<file path="src/rtl/vga_sync_decoder.sv">
// VGA sync receiver: rebuilds pixel column/row from active-low syncs,
// checks sync spacing against the expected raster and reports lock.
module vga_sync_decoder #(
   parameter int HTOTAL   = 800,
   parameter int VTOTAL   = 525,
   parameter int COLS     = 640,
   parameter int ROWS     = 480,
   parameter int HS_START = 656,
   parameter int VS_START = 490
) (
   input  logic       clk,
   input  logic       rst,
   input  logic       pix_ce,
   input  logic       vga_hs_l,
   input  logic       vga_vs_l,
   output logic [9:0] vga_col,
   output logic [8:0] vga_row,
   output logic       vga_display,
   output logic       locked,
   output logic       frame_start,
   output logic [7:0] err_cnt
);

   typedef enum logic [1:0] {
      S_SEARCH = 2'd0,
      S_ALIGN  = 2'd1,
      S_LOCKED = 2'd2
   } state_t;

   localparam logic [9:0]  LP_H_LAST  = 10'(HTOTAL - 1);
   localparam logic [9:0]  LP_V_LAST  = 10'(VTOTAL - 1);
   localparam logic [9:0]  LP_COLS    = 10'(COLS);
   localparam logic [9:0]  LP_ROWS    = 10'(ROWS);
   localparam logic [9:0]  LP_HS      = 10'(HS_START);
   localparam logic [9:0]  LP_VS      = 10'(VS_START);
   localparam logic [10:0] LP_TO_LAST = 11'(2 * HTOTAL - 1);

   function automatic logic [7:0] sat_inc8(input logic [7:0] v);
      sat_inc8 = (v == 8'hFF) ? v : v + 8'd1;
   endfunction

   state_t      r_state;
   state_t      w_state_n;
   logic        r_hs_q;
   logic        r_vs_q;
   logic [9:0]  r_col;
   logic [9:0]  r_row;
   logic [10:0] r_to_cnt;
   logic        r_frame_err;
   logic        r_locked;
   logic        r_display;
   logic        r_frame_start;
   logic [7:0]  r_err_cnt;

   logic        w_hs_fall;
   logic        w_vs_fall;
   logic        w_col_wrap;
   logic [9:0]  w_col_n;
   logic [9:0]  w_row_n;
   logic        w_h_bad;
   logic        w_v_bad;
   logic [9:0]  w_col_d;
   logic [9:0]  w_row_d;
   logic        w_hs_d;
   logic        w_vs_d;
   logic        w_timeout;
   logic [10:0] w_to_cnt_d;
   logic        w_frame_err_d;
   logic        w_err_inc;
   logic        w_locked_n;

   // Edge detection, raster prediction and realignment datapath
   always_comb begin
      w_hs_fall  = pix_ce & r_hs_q & ~vga_hs_l;
      w_vs_fall  = pix_ce & r_vs_q & ~vga_vs_l;
      w_hs_d     = pix_ce ? vga_hs_l : r_hs_q;
      w_vs_d     = pix_ce ? vga_vs_l : r_vs_q;
      w_col_wrap = (r_col == LP_H_LAST);
      w_col_n    = w_col_wrap ? 10'd0 : r_col + 10'd1;
      if (w_col_wrap) begin
         w_row_n = (r_row == LP_V_LAST) ? 10'd0 : r_row + 10'd1;
      end else begin
         w_row_n = r_row;
      end
      w_h_bad = w_hs_fall & (w_col_n != LP_HS);
      w_v_bad = w_vs_fall & (w_row_n != LP_VS);

      if (!pix_ce) begin
         w_col_d = r_col;
         w_row_d = r_row;
      end else begin
         w_col_d = w_hs_fall ? LP_HS : w_col_n;
         w_row_d = w_vs_fall ? LP_VS : w_row_n;
      end

      // A missing hsync for two whole lines means the source is gone
      w_timeout = pix_ce & ~w_hs_fall & (r_to_cnt == LP_TO_LAST);
      if (!pix_ce) begin
         w_to_cnt_d = r_to_cnt;
      end else if (w_hs_fall || w_timeout) begin
         w_to_cnt_d = 11'd0;
      end else begin
         w_to_cnt_d = r_to_cnt + 11'd1;
      end

      // The ALIGN check reads the old flag; the clear takes effect afterwards
      if (w_vs_fall) begin
         w_frame_err_d = 1'b0;
      end else if (w_h_bad) begin
         w_frame_err_d = 1'b1;
      end else begin
         w_frame_err_d = r_frame_err;
      end
   end

   // Lock state machine: next state and loss-of-lock event
   always_comb begin
      w_state_n = r_state;
      w_err_inc = 1'b0;
      case (r_state)
         S_SEARCH: begin
            if (w_vs_fall) begin
               w_state_n = S_ALIGN;
            end else begin
               w_state_n = S_SEARCH;
            end
         end
         S_ALIGN: begin
            if (w_timeout) begin
               w_state_n = S_SEARCH;
            end else if (w_vs_fall && !w_v_bad && !r_frame_err && !w_h_bad) begin
               w_state_n = S_LOCKED;
            end else begin
               w_state_n = S_ALIGN;
            end
         end
         S_LOCKED: begin
            if (w_h_bad || w_v_bad || w_timeout) begin
               w_state_n = S_SEARCH;
               w_err_inc = 1'b1;
            end else begin
               w_state_n = S_LOCKED;
            end
         end
         default: begin
            w_state_n = S_SEARCH;
         end
      endcase
      w_locked_n = (w_state_n == S_LOCKED);
   end

   // State, counters and registered outputs
   always_ff @(posedge clk or posedge rst) begin
      if (rst) begin
         r_state       <= S_SEARCH;
         r_hs_q        <= 1'b0;
         r_vs_q        <= 1'b0;
         r_col         <= 10'd0;
         r_row         <= 10'd0;
         r_to_cnt      <= 11'd0;
         r_frame_err   <= 1'b0;
         r_locked      <= 1'b0;
         r_display     <= 1'b0;
         r_frame_start <= 1'b0;
         r_err_cnt     <= 8'd0;
      end else begin
         r_state       <= w_state_n;
         r_hs_q        <= w_hs_d;
         r_vs_q        <= w_vs_d;
         r_col         <= w_col_d;
         r_row         <= w_row_d;
         r_to_cnt      <= w_to_cnt_d;
         r_frame_err   <= w_frame_err_d;
         r_locked      <= w_locked_n;
         r_display     <= w_locked_n & (w_col_d < LP_COLS) & (w_row_d < LP_ROWS);
         r_frame_start <= pix_ce & w_locked_n & (w_col_d == 10'd0) & (w_row_d == 10'd0);
         r_err_cnt     <= w_err_inc ? sat_inc8(r_err_cnt) : r_err_cnt;
      end
   end

   assign vga_col     = r_col;
   assign vga_row     = r_row[8:0];
   assign vga_display = r_display;
   assign locked      = r_locked;
   assign frame_start = r_frame_start;
   assign err_cnt     = r_err_cnt;

endmodule

</file>
<file path="config.mk">
export PLATFORM = sky130hd
export DESIGN_NAME = vga_sync_decoder
export DESIGN_NICKNAME = d
export VERILOG_FILES = /design/src/rtl/vga_sync_decoder.sv
export SDC_FILE = /design/constraint.sdc
export NUM_CORES = 1
export LEC_CHECK = 0
export ABC_AREA = 0
export CORE_MARGIN = 5
export CORE_UTILIZATION = 40
export DETAILED_ROUTE_END_ITERATION = 10
export SLEW_MARGIN = 25
export SYNTH_ARGS = -nofsm -noshare
export SYNTH_HDL_FRONTEND = slang
export SYNTH_SLANG_ARGS = --single-unit
export TNS_END_PERCENT = 30
</file>
<file path="constraint.sdc">
create_clock -name clk -period 2.65 [get_ports clk]
set_input_delay 0.265 -clock clk [delete_from_list [all_inputs] [get_ports clk]]
set_output_delay 0.265 -clock clk [all_outputs]
set_load 0.005 [all_outputs]
</file>
==> results.md <==
- Run status: complete, no violations
- Width of the die: 97.1 um
- Number of nets with antenna violations after routing: 0
- Number of synthesized flops with an enable pin: 0
- Max-capacitance violation count: 0
- Count of final max-slew check failures: 0
- Cell total after placement: 495
- Proportion of layout cells with a drive suffix above 1: 0.247
- Cell accounting for the most synthesized area: sky130_fd_sc_hd__dfrtp_1
- Slew at the pin closest to its max-slew limit: 593 ps
- Achievable Freq: 0.381 GHz
- Buffer depth of the longest clock path: 2
- CTS H-tree depth: 2
- Leading post-synthesis cells by cell area: sky130_fd_sc_hd__dfrtp_1, sky130_fd_sc_hd__nand2_1, sky130_fd_sc_hd__xnor2_1, sky130_fd_sc_hd__nor2_1, sky130_fd_sc_hd__buf_4
- Final hold violation count: 0
- Post-synthesis instance total: 335
- Crit-path max FO: 2
- Area share of fa/ha/maj cells after synthesis: 0.0206
- Initial core utilization: 0.414
- Flops & latches, synth: 47
- Highest-delay cell along the critical path: sky130_fd_sc_hd__or4_1
- Launching element of the worst setup path: r_row[0]
- Antenna fix cells: 0
- Worst EP arrival: 2860 ps
- Number of rows in the core area: 31
- Worst slack, placed: -156 ps
- Worst setup skew after layout: 3.36 ps
- Fraction of registers with async set or reset after synthesis: 1.00
- Depth of the worst register-to-register path: 9
- Post-synthesis compound-gate area fraction: 0.171
- Number of global-route vias before repair: 2,724
- Final wirelength: 7.90 mm
- Clock root buffer: sky130_fd_sc_hd__clkbuf_8
- Clock tree from TritonCTS: done
- Critical path type: flop to flop
- Core box area: 7330 um2
- Area delta synth->final: 31.2%
- # DRC: 0
- Minimum clock period: 2620 ps
- Pwr dens: 489 nW/um2
- Crit path launch type: flop
- Cell with the most instances after synthesis: sky130_fd_sc_hd__dfrtp_1
- Placed instance area: 3770 um2
- Clock latency reported for the late side of the worst-skew pair: 300 ps
- Capture point of the worst reg-to-reg path: frame_start
- Antenna violations before repair: 0
- Primary FF master, synth: sky130_fd_sc_hd__dfrtp_1
- Distinct cell type count after synthesis: 63
- Tot Pwr: 1950 uW
- Slack of the critical path: 26.2 ps
- Wire length of the first global-routing pass: 13.4 mm
- Slew margin rel.: 0.605
- Startpoint of the worst register-to-register path: r_row[0]
- Wire length per cell after detailed routing: 15.5 um
- Worst Setup EP: frame_start
- Last weighted congestion value of the routability-driven placer: 0.896
- Clock transition at the registers of the reported paths: 80 ps
- Setup repair after global routing missed its margin: yes
- Sinks on Clock Net: 47
- Area share of and/or/nand/nor cells after synthesis: 0.269
- Global Route Usage Sum: 0.169
- Final period util: 0.990
- Number of DRC markers after the initial detailed-route iteration: 207
- R2R Setup Slk: 30 ps
- Share of the yosys chip area belonging to registers: 0.387
- Area share of xor/xnor cells in the synthesized design: 0.0577
- Area of all placed cells without fillers: 3980 um2
- Synth top cells by count: sky130_fd_sc_hd__dfrtp_1, sky130_fd_sc_hd__nand2_1, sky130_fd_sc_hd__nor2_1
- Total congestion overflow after global routing: 0
- Half-perimeter wire length after detailed placement: 5.94 mm
- Total standard cell area after synthesis: 3040 um2
- I/O pin cnt: 35
- Worst ir drop on vdd: 0.265 mV
- Number of iterations in the first detailed-routing pass: 6
- Largest stage delay on the critical path: 420 ps
- Overall via count from detail_route: 2,830
- Final std cells w/o fill: 508
- Port bufs: 34
- Setup Viol. Count Final: 0
- Mux cell area share after synthesis: 0.0214
- Number of CTS-inserted buffers: 5
- Final Net Count: 418
- Largest family of logic cells by synthesized area: simple AND/OR/NAND/NOR gates
- Net count after synthesis: 345
- Cell-by-cell listing of the critical path: inv_4, ha_1, or3b_4, or3_4, a21o_1, a211o_1, or4_1, nor4_2, and4_1
- Vias per cell: 5.57
- Total negative setup slack: 0 ps
- Endpoint class of the critical path: flop
- Die Area: 9430 um2
- Worst hold path class: primary input to async pin
- Leakage component of the power: 0.00170 uW
- Worst endpoint required time: 2880 ps
- Mean area per synthesized cell: 9.06 um2
- Filler instances: 663
- Warning count from the yosys run: 0
- Vertical die dimension: 97.1 um
- Maximum number of pins on one net before global-route repair: 48
- Yosys top cell area share: 0.387
## timing repair
action	CTS	global route
resized for setup	3	14
buffers inserted	0	5
endpoints found under the setup margin	2	12
pin swaps	1	3
hold buffers	0	0
## where the power goes
group | leakage (uW) | switching, uW | internal (uW)
Combinational | 0.00107 | 302 | 339
Clock | 0.0000412 | 235 | 185
Sequential | 0.000589 | 92.8 | 796
## per-stage QoR
step | utilization | hold slack (ps)
CTS | 0.528 | 450
floorplan | - | 417
global placement | 0.514 | 483
detailed placement | 0.514 | 488
finish | 0.543 | 434
global route | 0.543 | 492
## state kept, by name (all words and copies together), names as in the netlist
register,flops
r_row,10
r_hs_q,1
vga_col,10
frame_start,1
r_frame_err,1
locked,1
r_state,2
r_vs_q,1
err_cnt,8
vga_display,1
r_to_cnt,11
## placed cells by master, fill, tap and decap left out, types with 4 or more instances in the layout
master / count
sky130_fd_sc_hd__nand4_1: 9
sky130_fd_sc_hd__a21oi_1: 7
sky130_fd_sc_hd__xor2_1: 5
sky130_fd_sc_hd__clkdlybuf4s50_1: 34
sky130_fd_sc_hd__nor2_1: 23
sky130_fd_sc_hd__xnor2_1: 15
sky130_fd_sc_hd__nor2b_1: 4
sky130_fd_sc_hd__o2bb2ai_1: 4
sky130_fd_sc_hd__o21ai_0: 16
sky130_fd_sc_hd__clkbuf_8: 5
sky130_fd_sc_hd__a31oi_1: 4
sky130_fd_sc_hd__buf_4: 58
sky130_fd_sc_hd__and4_1: 4
sky130_fd_sc_hd__nor3_1: 6
sky130_fd_sc_hd__nand3_1: 13
sky130_fd_sc_hd__and3_1: 7
sky130_fd_sc_hd__nand2_1: 37
sky130_fd_sc_hd__o211ai_1: 4
sky130_fd_sc_hd__dfrtp_1: 47
sky130_fd_sc_hd__a21o_1: 4
sky130_fd_sc_hd__nor4_1: 5
sky130_fd_sc_hd__mux2_2: 4
sky130_fd_sc_hd__nand2b_1: 6
sky130_fd_sc_hd__inv_1: 9
## per-layer routing
| layer | track usage | part of all wire | up-vias |
|---|---|---|---|
| met5 | 0 | 0 | - |
| met4 | 0.0637 | 0.026 | 0 |
| met3 | 0.0366 | 0.053 | 16 |
| met2 | 0.264 | 0.46 | 101 |
| met1 | 0.230 | 0.46 | 1342 |
| li1 | - | - | 1371 |
## worst min path at each step
stage | startpoint | end | slack [ps] | cells past startpoint
after floorplan | vga_hs_l | r_hs_q | 420 | 1
after global placement | err_cnt[5] | err_cnt[5] | 480 | 1
after detailed placement | err_cnt[5] | err_cnt[5] | 490 | 1
after CTS | rst | r_to_cnt[4] | 450 | 3
after global routing | rst | r_to_cnt[4] | 490 | 3
final | rst | r_to_cnt[10] | 430 | 3
## critical path: cells and delay by family (launching register included)
family          cells  cell delay (ps)
buf+inv             1               60
simple gates        5             1530
fa+ha+maj           1              130
compound gates      2              430
flops               1              410
## cell families after synthesis
kind of cell | Yosys count
AO/OA/AOI/OAI | 72
flip-flops | 47
buffers and inverters | 40
XOR/XNOR | 20
adder cells (fa/ha/maj) | 5
AND/OR/NAND/NOR | 145
multiplexers | 6
## cell type report
| cell class | count | area, um2 | area share |
|---|---|---|---|
| well taps | 99 | 124 | 0.0311 |
| flip-flops and latches | 47 | 1180 | 0.295 |
| inverters | 12 | 47.5 | 0.0119 |
| clock buffers | 6 | 72.6 | 0.0182 |
| multi-input cells | 248 | 1740 | 0.438 |
| repair buffers | 94 | 807 | 0.203 |
| clock inverters | 2 | 12.5 | 0.00314 |
No activity file was read; power rests on OpenSTA's default activity.
==> edit, RTL diff (same flow settings) <==
One comparison of `r_to_cnt` changes from == to >=.
--- a/src/rtl/vga_sync_decoder.sv
+++ b/src/rtl/vga_sync_decoder.sv
@@ -96,3 +96,3 @@
       // A missing hsync for two whole lines means the source is gone
-      w_timeout = pix_ce & ~w_hs_fall & (r_to_cnt == LP_TO_LAST);
+      w_timeout = pix_ce & ~w_hs_fall & (r_to_cnt >= LP_TO_LAST);
       if (!pix_ce) begin
Check against the original RTL: no difference found for any inputs over 10 cycles, from zero or initial values and one cycle with rst high; that may be too few to reach the edited logic, so the function may still have changed.
==> edit against the original RTL <==
Worst setup slack worse by 0.096 ns. Sequential cell count unchanged. Final area up 4.3%. Total power down 1.0%. Count of clock-buffer cells in the layout down 1. Largest power group unchanged. The flow now finishes with violations (negative setup slack). Die area up 0.85%. Routed wire length up 9.7%. Area after synthesis up 0.95%.
==> edit: results (changes against the original RTL) <==
- Outcome: complete, but fails checks (was completed)
- Failing checks: negative setup slack
- Synth unique cells: 65 (was 63)
- DRT Wirelength: 8.66 mm (was 7.90 mm)
- Final Non-Filler Cells: 537 (was 508)
- Worst hold path class: primary input to asynchronous set/reset pin (unchanged)
- Most used flip-flop cell after synthesis: dfrtp_1 (unchanged)
- H-tree levels: 2 (unchanged)
- Final GP Congestion: 0.957 (was 0.896)
- DRT iter0 DRCs: 99 (was 207)
- Largest register FFs: 11 (unchanged)
- Worst Skew: 0.0110 ns (was 0.00336 ns)
- Share of cells above drive strength 1: 27.4% (was 24.7%)
- CTS Root Cell: clkbuf_8 (unchanged)
- Initial antenna violation count: 0 (unchanged)
- Clock Latency Late Sink: 0.31 ns
- Lkg Pwr: 1.82 nW (was 1.70 nW)
- Worst setup margin: -0.0699 ns (was 0.0262 ns)
- Commonest cells in the synthesized netlist: dfrtp_1, nor2_1, nand2_1, buf_4, o21ai_0 (was dfrtp_1, nand2_1, nor2_1, o21ai_0, xnor2_1)
- Nets@finish: 444 (was 418)
- Post-synthesis cell count: 337 (was 335)
- Post-Syn Nets: 347 (was 345)
- Largest net degree at the start of global routing: 22 (was 48)
- # fillers: 698 (was 663)
- Synth top area cells: dfrtp_1, nor2_1, buf_4, xnor2_1, nand2_1 (was dfrtp_1, nand2_1, xnor2_1, nor2_1, buf_4)
- Reg2reg end: frame_start (unchanged)
- First-pass GRT wire length: 14.4 mm (was 13.4 mm)
- Cells after DPL: 524 (was 495)
- Worst EP arrival: 2.94 ns (was 2.86 ns)
- Peak supply drop: 0.000367 V (was 0.000265 V)
- Crit-path max cell delay: 0.53 ns (was 0.42 ns)
- Register name with the most flops: r_to_cnt (unchanged)
- Asr flop ratio synth: 100% (unchanged)
- Ant diodes: 0 (unchanged)
- Synthesis warning total: 0 (unchanged)
- DR vias/cell: 5.51 (was 5.57)
- Gr usage total: 18.2% (was 16.9%)
- CP top delay family: simple AND/OR/NAND/NOR gates (unchanged)
- Reg2reg start: r_row[0] (unchanged)
- Worst slew pin tran: 0.519 ns (was 0.593 ns)
- Vias in the first global route: 2,930 (was 2,724)
- Hold WS: 0.208 ns (was 0.434 ns)
- CP Max Fanout: 2 (unchanged)
- Max Root-Sink Buffers: 2 (unchanged)
- Clock-pin slew on the worst setup and hold paths: 0.10 ns (was 0.08 ns)
- Reg2reg path depth: 9 (unchanged)
- First-pass DRT Iterations: 4 (was 6)
- Seq/Total Area, Yosys: 38.4% (was 38.7%)
- Detailed Place HPWL: 6.60 mm (was 5.94 mm)
- Slowest stage cell on the critical path: or4_4 (was or4_1)
- Total CTS buffers: 5 (unchanged)
- Setup Viol. Count Final: 1 (was 0)
- Port bufs: 34 (unchanged)
## edit: cell types whose count changed after synthesis, sizes merged, moves of 5 or more
cell / delta
nand2: -17
nor2: +12
nor3: +9
xnor2: -6
a21oi: +5
a22o: +5
nor4: -5
or3: +5
## edit: how the worst max path moves through the flow
stage	from	end	slack, ns	depth (start not counted)
3_5_place_dp	r_row[0]	frame_start	-0.14	9
6_report	r_row[0]	frame_start	-0.07	9
5_1_grt	r_row[0]	frame_start	-0.19	9
3_3_place_gp	pix_ce	frame_start	-0.09	9
2_1_floorplan	vga_col[1]	frame_start	-0.13	10
4_1_cts	r_row[0]	frame_start	-0.11	9
## edit: report_power, final
group          internal, mW  switching (mW)
clock                 0.285           0.276
sequential            0.795          0.0712
combinational         0.262           0.240
total                  1.34           0.588
## edit: timing repair
action | CTS | global route
setup buffers | 0 | 5
endpoints found under the hold margin | 0 | 0
gates resized for setup | 3 | 9
pin swaps | 2 | 7
hold buffers | 0 | 0
endpoints found under the setup margin | 2 | 11
## edit: area by class of cell
type	count	area, sq um	area share, %
inverters	12	45.0	1.08
multi-input cells	253	1740	41.9
clock buffers	5	68.8	1.66
clock inverters	3	46.3	1.11
well taps	102	128	3.07
flip-flops and latches	47	1180	28.4
repair buffers	115	948	22.8
## edit: per-stage QoR
| stage | setup WS [ns] | TNS, ns | cell area (sq um) |
|---|---|---|---|
| 3_3_place_gp | -0.0929 | -0.0929 | 3950 |
| 5_1_grt | -0.191 | -1.11 | 4150 |
| 4_1_cts | -0.106 | -0.106 | 4080 |
| 2_1_floorplan | -0.134 | -0.215 | 3080 |
| 3_5_place_dp | -0.136 | -0.149 | 3950 |
| 6_report | -0.0699 | -0.0699 | 4150 |
## edit: logic make-up (layout without fill, tap and decap cells)
logic type / Yosys count / in the layout / share of synthesized area [%]
compound gates: 82 / 82 / 19.5
xor+xnor: 17 / 17 / 4.86
fa+ha+maj: 5 / 5 / 2.04
buf+inv: 37 / 135 / 6.65
flops: 47 / 47 / 38.4
mux: 6 / 6 / 2.08
simple gates: 143 / 143 / 26.5
## edit: routing by layer
layer	vias up	share of wire, %	global-route usage (%)
met5	-	0	0
met2	74	49	31.8
li1	1442	-	-
met1	1428	45	23.4
met3	14	4.0	3.16
met4	0	1.6	3.94
